`config.mk`:
```
export PLATFORM = sky130hd
export DESIGN_NAME = vector_ex_wb_buffer
export DESIGN_NICKNAME = d
export VERILOG_FILES = /design/src/rtl/vector_ex_wb_buffer.sv
export SDC_FILE = /design/constraint.sdc
export NUM_CORES = 1
export LEC_CHECK = 0
export ABC_AREA = 1
export BUFFER_PORTS_ARGS = -buffer_cell sky130_fd_sc_hd__buf_2
export CAP_MARGIN = 20
export CORE_ASPECT_RATIO = 2
export CORE_UTILIZATION = 49
export DETAILED_ROUTE_END_ITERATION = 6
export HOLD_SLACK_MARGIN = 0.05
export PLACE_DENSITY = 0.75
export SYNTH_ARGS = -nofsm -noshare
export SYNTH_HDL_FRONTEND = slang
export SYNTH_SLANG_ARGS = --single-unit
```
`constraint.sdc`:
```
create_clock -name clk -period 3.7 [get_ports clk]
set_input_delay 0.185 -clock clk [delete_from_list [all_inputs] [get_ports clk]]
set_output_delay 0.185 -clock clk [all_outputs]
set_load 0.01 [all_outputs]
```
`src/rtl/vector_ex_wb_buffer.sv`:
```
// Two-entry elastic buffer between the vector execute stage and vector register writeback.
// It masks disabled lanes when an entry is accepted, reduces the lane flags, and tracks overflow status.
module vector_ex_wb_buffer #(
  parameter int WIDTH = 8,
  parameter int LANES = 8,
  parameter int RDW   = 4,
  parameter int CNTW  = 16
) (
  input  logic                         clk,
  input  logic                         rst,
  input  logic                         flush,
  input  logic                         in_valid,
  output logic                         in_ready,
  input  logic [LANES-1:0][WIDTH-1:0]  in_result,
  input  logic [LANES-1:0]             in_C,
  input  logic [LANES-1:0]             in_V,
  input  logic [LANES-1:0]             in_N,
  input  logic [LANES-1:0]             in_mask,
  input  logic [RDW-1:0]               in_rd,
  input  logic                         in_we,
  output logic                         out_valid,
  input  logic                         out_ready,
  output logic [LANES-1:0][WIDTH-1:0]  out_result,
  output logic [RDW-1:0]               out_rd,
  output logic                         out_we,
  output logic                         out_C,
  output logic                         out_V,
  output logic                         out_N,
  input  logic                         sticky_clr,
  output logic                         sticky_V,
  output logic [CNTW-1:0]              ovf_count
);

  localparam int PCW = $clog2(LANES + 1);

  // Handshake: a transfer happens on a rising edge where valid and ready are both 1.
  // in_ready and out_valid depend only on the fill count, never on the other side's inputs.

  logic [LANES-1:0][WIDTH-1:0] res_q [2];
  logic [RDW-1:0]              rd_q  [2];
  logic                        we_q  [2];
  logic                        c_q   [2];
  logic                        v_q   [2];
  logic                        n_q   [2];
  logic                        rptr;
  logic                        wptr;
  logic [1:0]                  count;

  logic                        push;
  logic                        pop;
  logic                        accept;
  logic [LANES-1:0][WIDTH-1:0] masked_result;
  logic [LANES-1:0]            masked_v;
  logic [PCW-1:0]              v_pop;
  logic [CNTW:0]               cnt_sum;
  logic [CNTW-1:0]             cnt_next;

  assign in_ready  = (count != 2'd2);
  assign out_valid = (count != 2'd0);
  assign push      = in_valid & in_ready;
  assign pop       = out_valid & out_ready;
  // A push offered in a flush cycle is dropped and leaves the status untouched.
  assign accept    = push & ~flush;
  assign masked_v  = in_V & in_mask;

  always_comb begin
    masked_result = '0;
    v_pop         = '0;
    for (int i = 0; i < LANES; i++) begin
      if (in_mask[i]) masked_result[i] = in_result[i];
      v_pop = v_pop + PCW'(masked_v[i]);
    end
    cnt_sum  = {1'b0, ovf_count} + (CNTW+1)'(v_pop);
    cnt_next = cnt_sum[CNTW] ? '1 : cnt_sum[CNTW-1:0];
  end

  always_ff @(posedge clk) begin
    if (rst) begin
      rptr  <= 1'b0;
      wptr  <= 1'b0;
      count <= 2'd0;
      for (int e = 0; e < 2; e++) begin
        res_q[e] <= '0;
        rd_q[e]  <= '0;
        we_q[e]  <= 1'b0;
        c_q[e]   <= 1'b0;
        v_q[e]   <= 1'b0;
        n_q[e]   <= 1'b0;
      end
    end else if (flush) begin
      rptr  <= 1'b0;
      wptr  <= 1'b0;
      count <= 2'd0;
    end else begin
      if (push) begin
        res_q[wptr] <= masked_result;
        rd_q[wptr]  <= in_rd;
        we_q[wptr]  <= in_we;
        c_q[wptr]   <= |(in_C & in_mask);
        v_q[wptr]   <= |masked_v;
        n_q[wptr]   <= |(in_N & in_mask);
        wptr        <= ~wptr;
      end
      if (pop) rptr <= ~rptr;
      if (push && !pop)      count <= count + 2'd1;
      else if (pop && !push) count <= count - 2'd1;
    end
  end

  // Set beats clear when both happen in the same cycle.
  always_ff @(posedge clk) begin
    if (rst) begin
      sticky_V  <= 1'b0;
      ovf_count <= '0;
    end else begin
      if (accept && |masked_v) sticky_V <= 1'b1;
      else if (sticky_clr)     sticky_V <= 1'b0;
      if (accept) ovf_count <= cnt_next;
    end
  end

  assign out_result = res_q[rptr];
  assign out_rd     = rd_q[rptr];
  assign out_we     = we_q[rptr];
  assign out_C      = c_q[rptr];
  assign out_V      = v_q[rptr];
  assign out_N      = n_q[rptr];

endmodule

```
Yosys cells after proc, flatten, opt, wreduce, memory -nomap -nowiden:

Memory sizes are Yosys's and may differ from the RTL's. A register that Yosys moved wholly into a read port is not among the register bits.
Cells that the tools add are included.

* add/subtract/negate cells: 10
* eq/ne operators: 1
* muxes and demuxes: 49
* bitwise logic cells: 9
* reduce and logical (&&, ||, !) cells: 18

Operators by type and width (number)
* 2-to-1 mux 64 bit: 1
* 2-to-1 mux 8 bit: 8
* OR reduction 64 bit: 1
* 2-to-1 mux 1 bit: 36
* AND 8 bit: 3
* OR reduction 8 bit: 3
* adder 16 x 4 -> 17 bit: 1
* adder 4 x 1 -> 4 bit: 4
* 2-to-1 mux 16 bit: 1
* nonzero test 2 bit: 3
* adder 3 x 1 -> 4 bit: 1
* 2-to-1 mux 2 bit: 2
* 2-to-1 mux 4 bit: 1
* OR reduction 1 bit: 4
* OR reduction 4 bit: 1
* adder 2 x 1 -> 3 bit: 1
* AND 1 bit: 3
* logical AND 1 bit: 3
* inverter 1 bit: 3
* adder 1 x 1 -> 2 bit: 1
* adder 2 x 1 -> 2 bit (second input constant): 1
* zero test 1 bit: 2
* != test 2 bit (second input constant): 1
* OR reduction 2 bit: 1
* subtractor 2 x 1 -> 2 bit (second input constant): 1

* bits in registers: 21
* memory bits (writable): 144
* bits of input ports: 107
* output and inout port bits: 91
* word-level logic and storage cells: 98
* memories: 6

Memory list
* res_q: words 2, bits a word 64, rd ports 1, clocked after memory_dff 1, write ports 2, line 39 `logic [LANES-1:0][WIDTH-1:0] res_q [2];`
* rd_q: words 2, bits a word 4, rd ports 1, clocked after memory_dff 1, write ports 2, line 40 `logic [RDW-1:0] rd_q [2];`
* c_q: words 2, bits a word 1, rd ports 1, clocked after memory_dff 1, write ports 2, line 42 `logic c_q [2];`
* n_q: words 2, bits a word 1, rd ports 1, clocked after memory_dff 1, write ports 2, line 44 `logic n_q [2];`
* v_q: words 2, bits a word 1, rd ports 1, clocked after memory_dff 1, write ports 2, line 43 `logic v_q [2];`
* we_q: words 2, bits a word 1, rd ports 1, clocked after memory_dff 1, write ports 2, line 41 `logic we_q [2];`

Longest topological paths before layout:

* depth in word-level cells: 10
* depth in mapped cells: 18
* gate-level depth less buffers: 18

Worst setup path before layout:

No wires, ideal clock.

* path kind: flip-flop to flip-flop
* start point: reg ovf_count[0]
* end point: reg ovf_count[12]
* setup time: 0.117 ns
* data arrival time: 3.533 ns
* required time: 3.583 ns
* setup slack: 0.050 ns
* stages on the path, launching flop included: 16
* path buffers: 0
* period minus slack after synthesis: 3.650 ns
* cell sequence: dfxtp_1 fa_1 inv_1 fa_1 inv_1 fa_1 fa_1 fa_1 inv_1 nor2_1 nor2_2 nor2_4 nand2_1 inv_1 a21oi_1 nor2_1

* word-level cells in the longest chain between the ends: 2

Ends and longest elaborated chain
* start: declaration: line 31 `output logic [CNTW-1:0] ovf_count`
* start signal: assignment: line 118 `if (accept) ovf_count <= cnt_next;`
* adder 16 x 4 -> 17 bit: line 73 `cnt_sum = {1'b0, ovf_count} + (CNTW+1)'(v_pop);`
* 2-to-1 mux 16 bit: line 74 `cnt_next = cnt_sum[CNTW] ? '1 : cnt_sum[CNTW-1:0];`

Every way passes these cells.
A chain may end at the register's enable or synchronous reset.

Final worst setup path:

* start point: reg ovf_count[0]
* end point: reg ovf_count[11]

Same word-level chain as after synthesis.

==> impl_metrics.json <==
{
  "status": "finished clean",
  "hold_violations": 0,
  "initial_core_util": 0.498,
  "synth_edf_count": 144,
  "synth.most_common_cell": "edfxtp_1",
  "hp-class": "in -> reg",
  "die_area_sq_um": 18000,
  "area_delta_synth_final_pct": 20.8,
  "grt_pass1_wl_microns": 30100,
  "crit_chain": "fa_1 > inv_1 > fa_1 > inv_1 > fa_1 > fa_2 > fa_2 > inv_1 > nor2_1 > nor2_4 > nor2_4 > nand4_1 > nand2_1 > nor2_1 > nor2_1",
  "fmax_mhz": 285,
  "final_cells": 1141,
  "cp.depth": 15,
  "slew_violations": 0,
  "dr_total_vias": 5931,
  "layout-drive-gt1-share": 0.474,
  "cp.arrival_ns": 3.81,
  "slowest_stage": "fa_1",
  "drv_cap": 0,
  "cellPowerDensity_nw_per_um2": 433,
  "synthCells": 724,
  "cts_root_buf": "clkbuf_16",
  "netlist_area_sq_um": 8550,
  "coreArea_sq_um": 17200,
  "ys_types": 34,
  "cp.required_ns": 4.01,
  "placedCellCount": 1104,
  "antenna_found_initial": 5,
  "slowest_delay_ns": 0.53,
  "async_flop_share": 0,
  "syn_area_per_cell_sq_um": 11.8,
  "portBuffers": 197,
  "rsz0062_at_grt": "no",
  "synth_top_area_share": 0.506,
  "track_usage": 0.225,
  "post_drt_wl_per_cell_microns": 17.0,
  "cp.buffers_inverters": 3,
  "timing.final.crit_share": 0.947,
  "dpl_cell_area_sq_um": 9690,
  "grt_pass1_vias": 6052,
  "die_w_microns": 95.4,
  "synth_ff_type": "edfxtp_1",
  "critPathKind": "reg -> reg",
  "synth_top_area_cell": "edfxtp_1",
  "clk_pin_slew_worst_paths_ns": 0.06,
  "skew_ns": 0.00692,
  "globalRouteOverflowTotal": 0,
  "setup_violations": 0,
  "crit_family": "adder cells",
  "fin_setup_tns_ns": 0,
  "ys_ff_latch": 166,
  "vdd_drop_max_uv": 301,
  "clock_latency_ns": 0.42,
  "cts_inserted_buffers": 17,
  "nets": 1033,
  "io_pins": 198,
  "first_pass_iters": 4,
  "tightestPinTransition_ns": 1.08,
  "via_per_inst": 5.20,
  "syn-num-nets": 843,
  "grt_max_degree": 73,
  "cts_max_level": 4,
  "leakagePower_nw": 4.55,
  "cts_tree": "done",
  "ys_top_cells_by_count": "edfxtp_1 (144), inv_1 (117), nor3_2 (110)",
  "post_cts_buffers": 0,
  "hold_slack_ns": 0.0830,
  "yosysWarnings": 0,
  "rows": 68,
  "utilization": 0.601,
  "netlist_top_cells_area": "edfxtp_1 (51%), nor3_2 (13%), mux2_2 (9.5%), dfxtp_1 (5.1%), inv_1 (5.1%)",
  "drt-total-wl_microns": 19400,
  "start_kind": "flip-flop",
  "drtAntennaViolNets": 0,
  "r2r_cells": 15,
  "slew-limit-headroom": 0.278,
  "worstHoldPathCells": 3,
  "drtIter0Drc": 234,
  "clock_path_buffers": 2,
  "drcViolationCount": 0,
  "seq_area_frac_synth": 0.557,
  "die_y_microns": 189,
  "finalInstanceArea_sq_um": 10300,
  "worst-path-max-fanout": 5,
  "dp_hpwl_microns": 13300,
  "gp_congestion": 0.905,
  "cts_sinks": 166,
  "fin_crit_ns": 3.50,
  "endpoint_kind": "flip-flop"
}
==> final timing paths <==
path	startpoint	to	slack, ns
max reg2reg	ovf_count[0]	ovf_count[11]	0.20
min	in_rd[0]	rd_q[0][0]	0.08
max	ovf_count[0]	ovf_count[11]	0.20
min reg2reg	sticky_V	sticky_V	0.48
==> report_power, final <==
part	leakage, nW	internal, mW	switching, mW
Clock	0.305	1.10	0.698
Combinational	2.57	0.205	0.312
Sequential	1.67	2.12	0.0360
==> worst register-to-register path: stages (launching register included) <==
cell     delay [ns]
dfxtp_1        0.35
fa_1           0.54
inv_1          0.05
fa_1           0.53
inv_1          0.05
fa_1           0.46
fa_2           0.37
fa_2           0.35
inv_1          0.06
nor2_1         0.06
nor2_4         0.16
nor2_4         0.07
nand4_1        0.15
nand2_1        0.07
nor2_1         0.09
nor2_1         0.04
==> routing by layer <==
metal,routed length (microns),global-route usage,part of all wire
met5,11,0,0.00057
met1,7080,0.239,0.36
met4,686,0.120,0.035
met3,836,0.0484,0.043
met2,10800,0.403,0.56
==> registers in the layout (all words and copies together) (netlist names), named ones only <==
signal	cells
wptr	1
rptr	1
v_q	2
we_q	2
sticky_V	1
c_q	2
res_q	128
rd_q	8
count	2
ovf_count	16
n_q	2
==> cells in the final DEF, fill, tap and decap left out, types with 2 or more instances in the layout <==
cell	n
buf_2	197
edfxtp_1	144
inv_1	117
nor3_2	110
nand2_1	78
mux2_2	72
nor2_1	30
clkbuf_16	21
dfxtp_1	21
nor3_1	19
a21oi_1	16
nand3_1	16
o21ai_0	8
ha_1	7
nand4_1	6
buf_4	6
nand2_2	5
diode_2	4
inv_2	4
a221oi_1	4
nor2_4	4
a31oi_1	4
clkinv_2	4
nand3_4	3
nand2_4	3
nand3b_1	3
fa_1	3
clkbuf_1	3
inv_4	2
o21bai_1	2
xnor2_1	2
fa_2	2
==> timing repair <==
action	in CTS	in global routing
hold buffers	1	0
gates resized for setup	1	3
pin swaps	2	3
setup endpoints to repair	10	14
hold endpoints to repair	1	0
==> cell families (layout without fill, tap and decap cells) <==
logic type	Yosys count	count (layout)	synth area share
AND/OR/NAND/NOR	279	279	0.221
flip-flops	166	166	0.557
buffers and inverters	156	359	0.0780
multiplexers	72	72	0.0948
AO/OA/AOI/OAI	36	36	0.0246
adder cells (fa/ha/maj)	12	12	0.0219
XOR/XNOR	3	3	0.00307
other	0	4	0
==> cell type report <==
class                           count  area [sq um]
Multi-Input combinational cell    402          3160
Fill cell                        1455          6860
Tap cell                          210           263
Antenna cell                        4          10.0
Inverter                          122           460
Clock buffer                       25           551
Sequential cell                   166          4770
Timing Repair Buffer              205          1060
Clock inverter                      7          60.1
==> per-stage QoR <==
stage	power, mW	setup slack (ns)
floorplan	2.51	0.0495
global placement	2.71	-0.0453
detailed placement	2.72	-0.0950
CTS	4.51	0.00741
global route	4.65	0.0126
finish	4.48	0.196
Power figures use the tool's default switching activity.
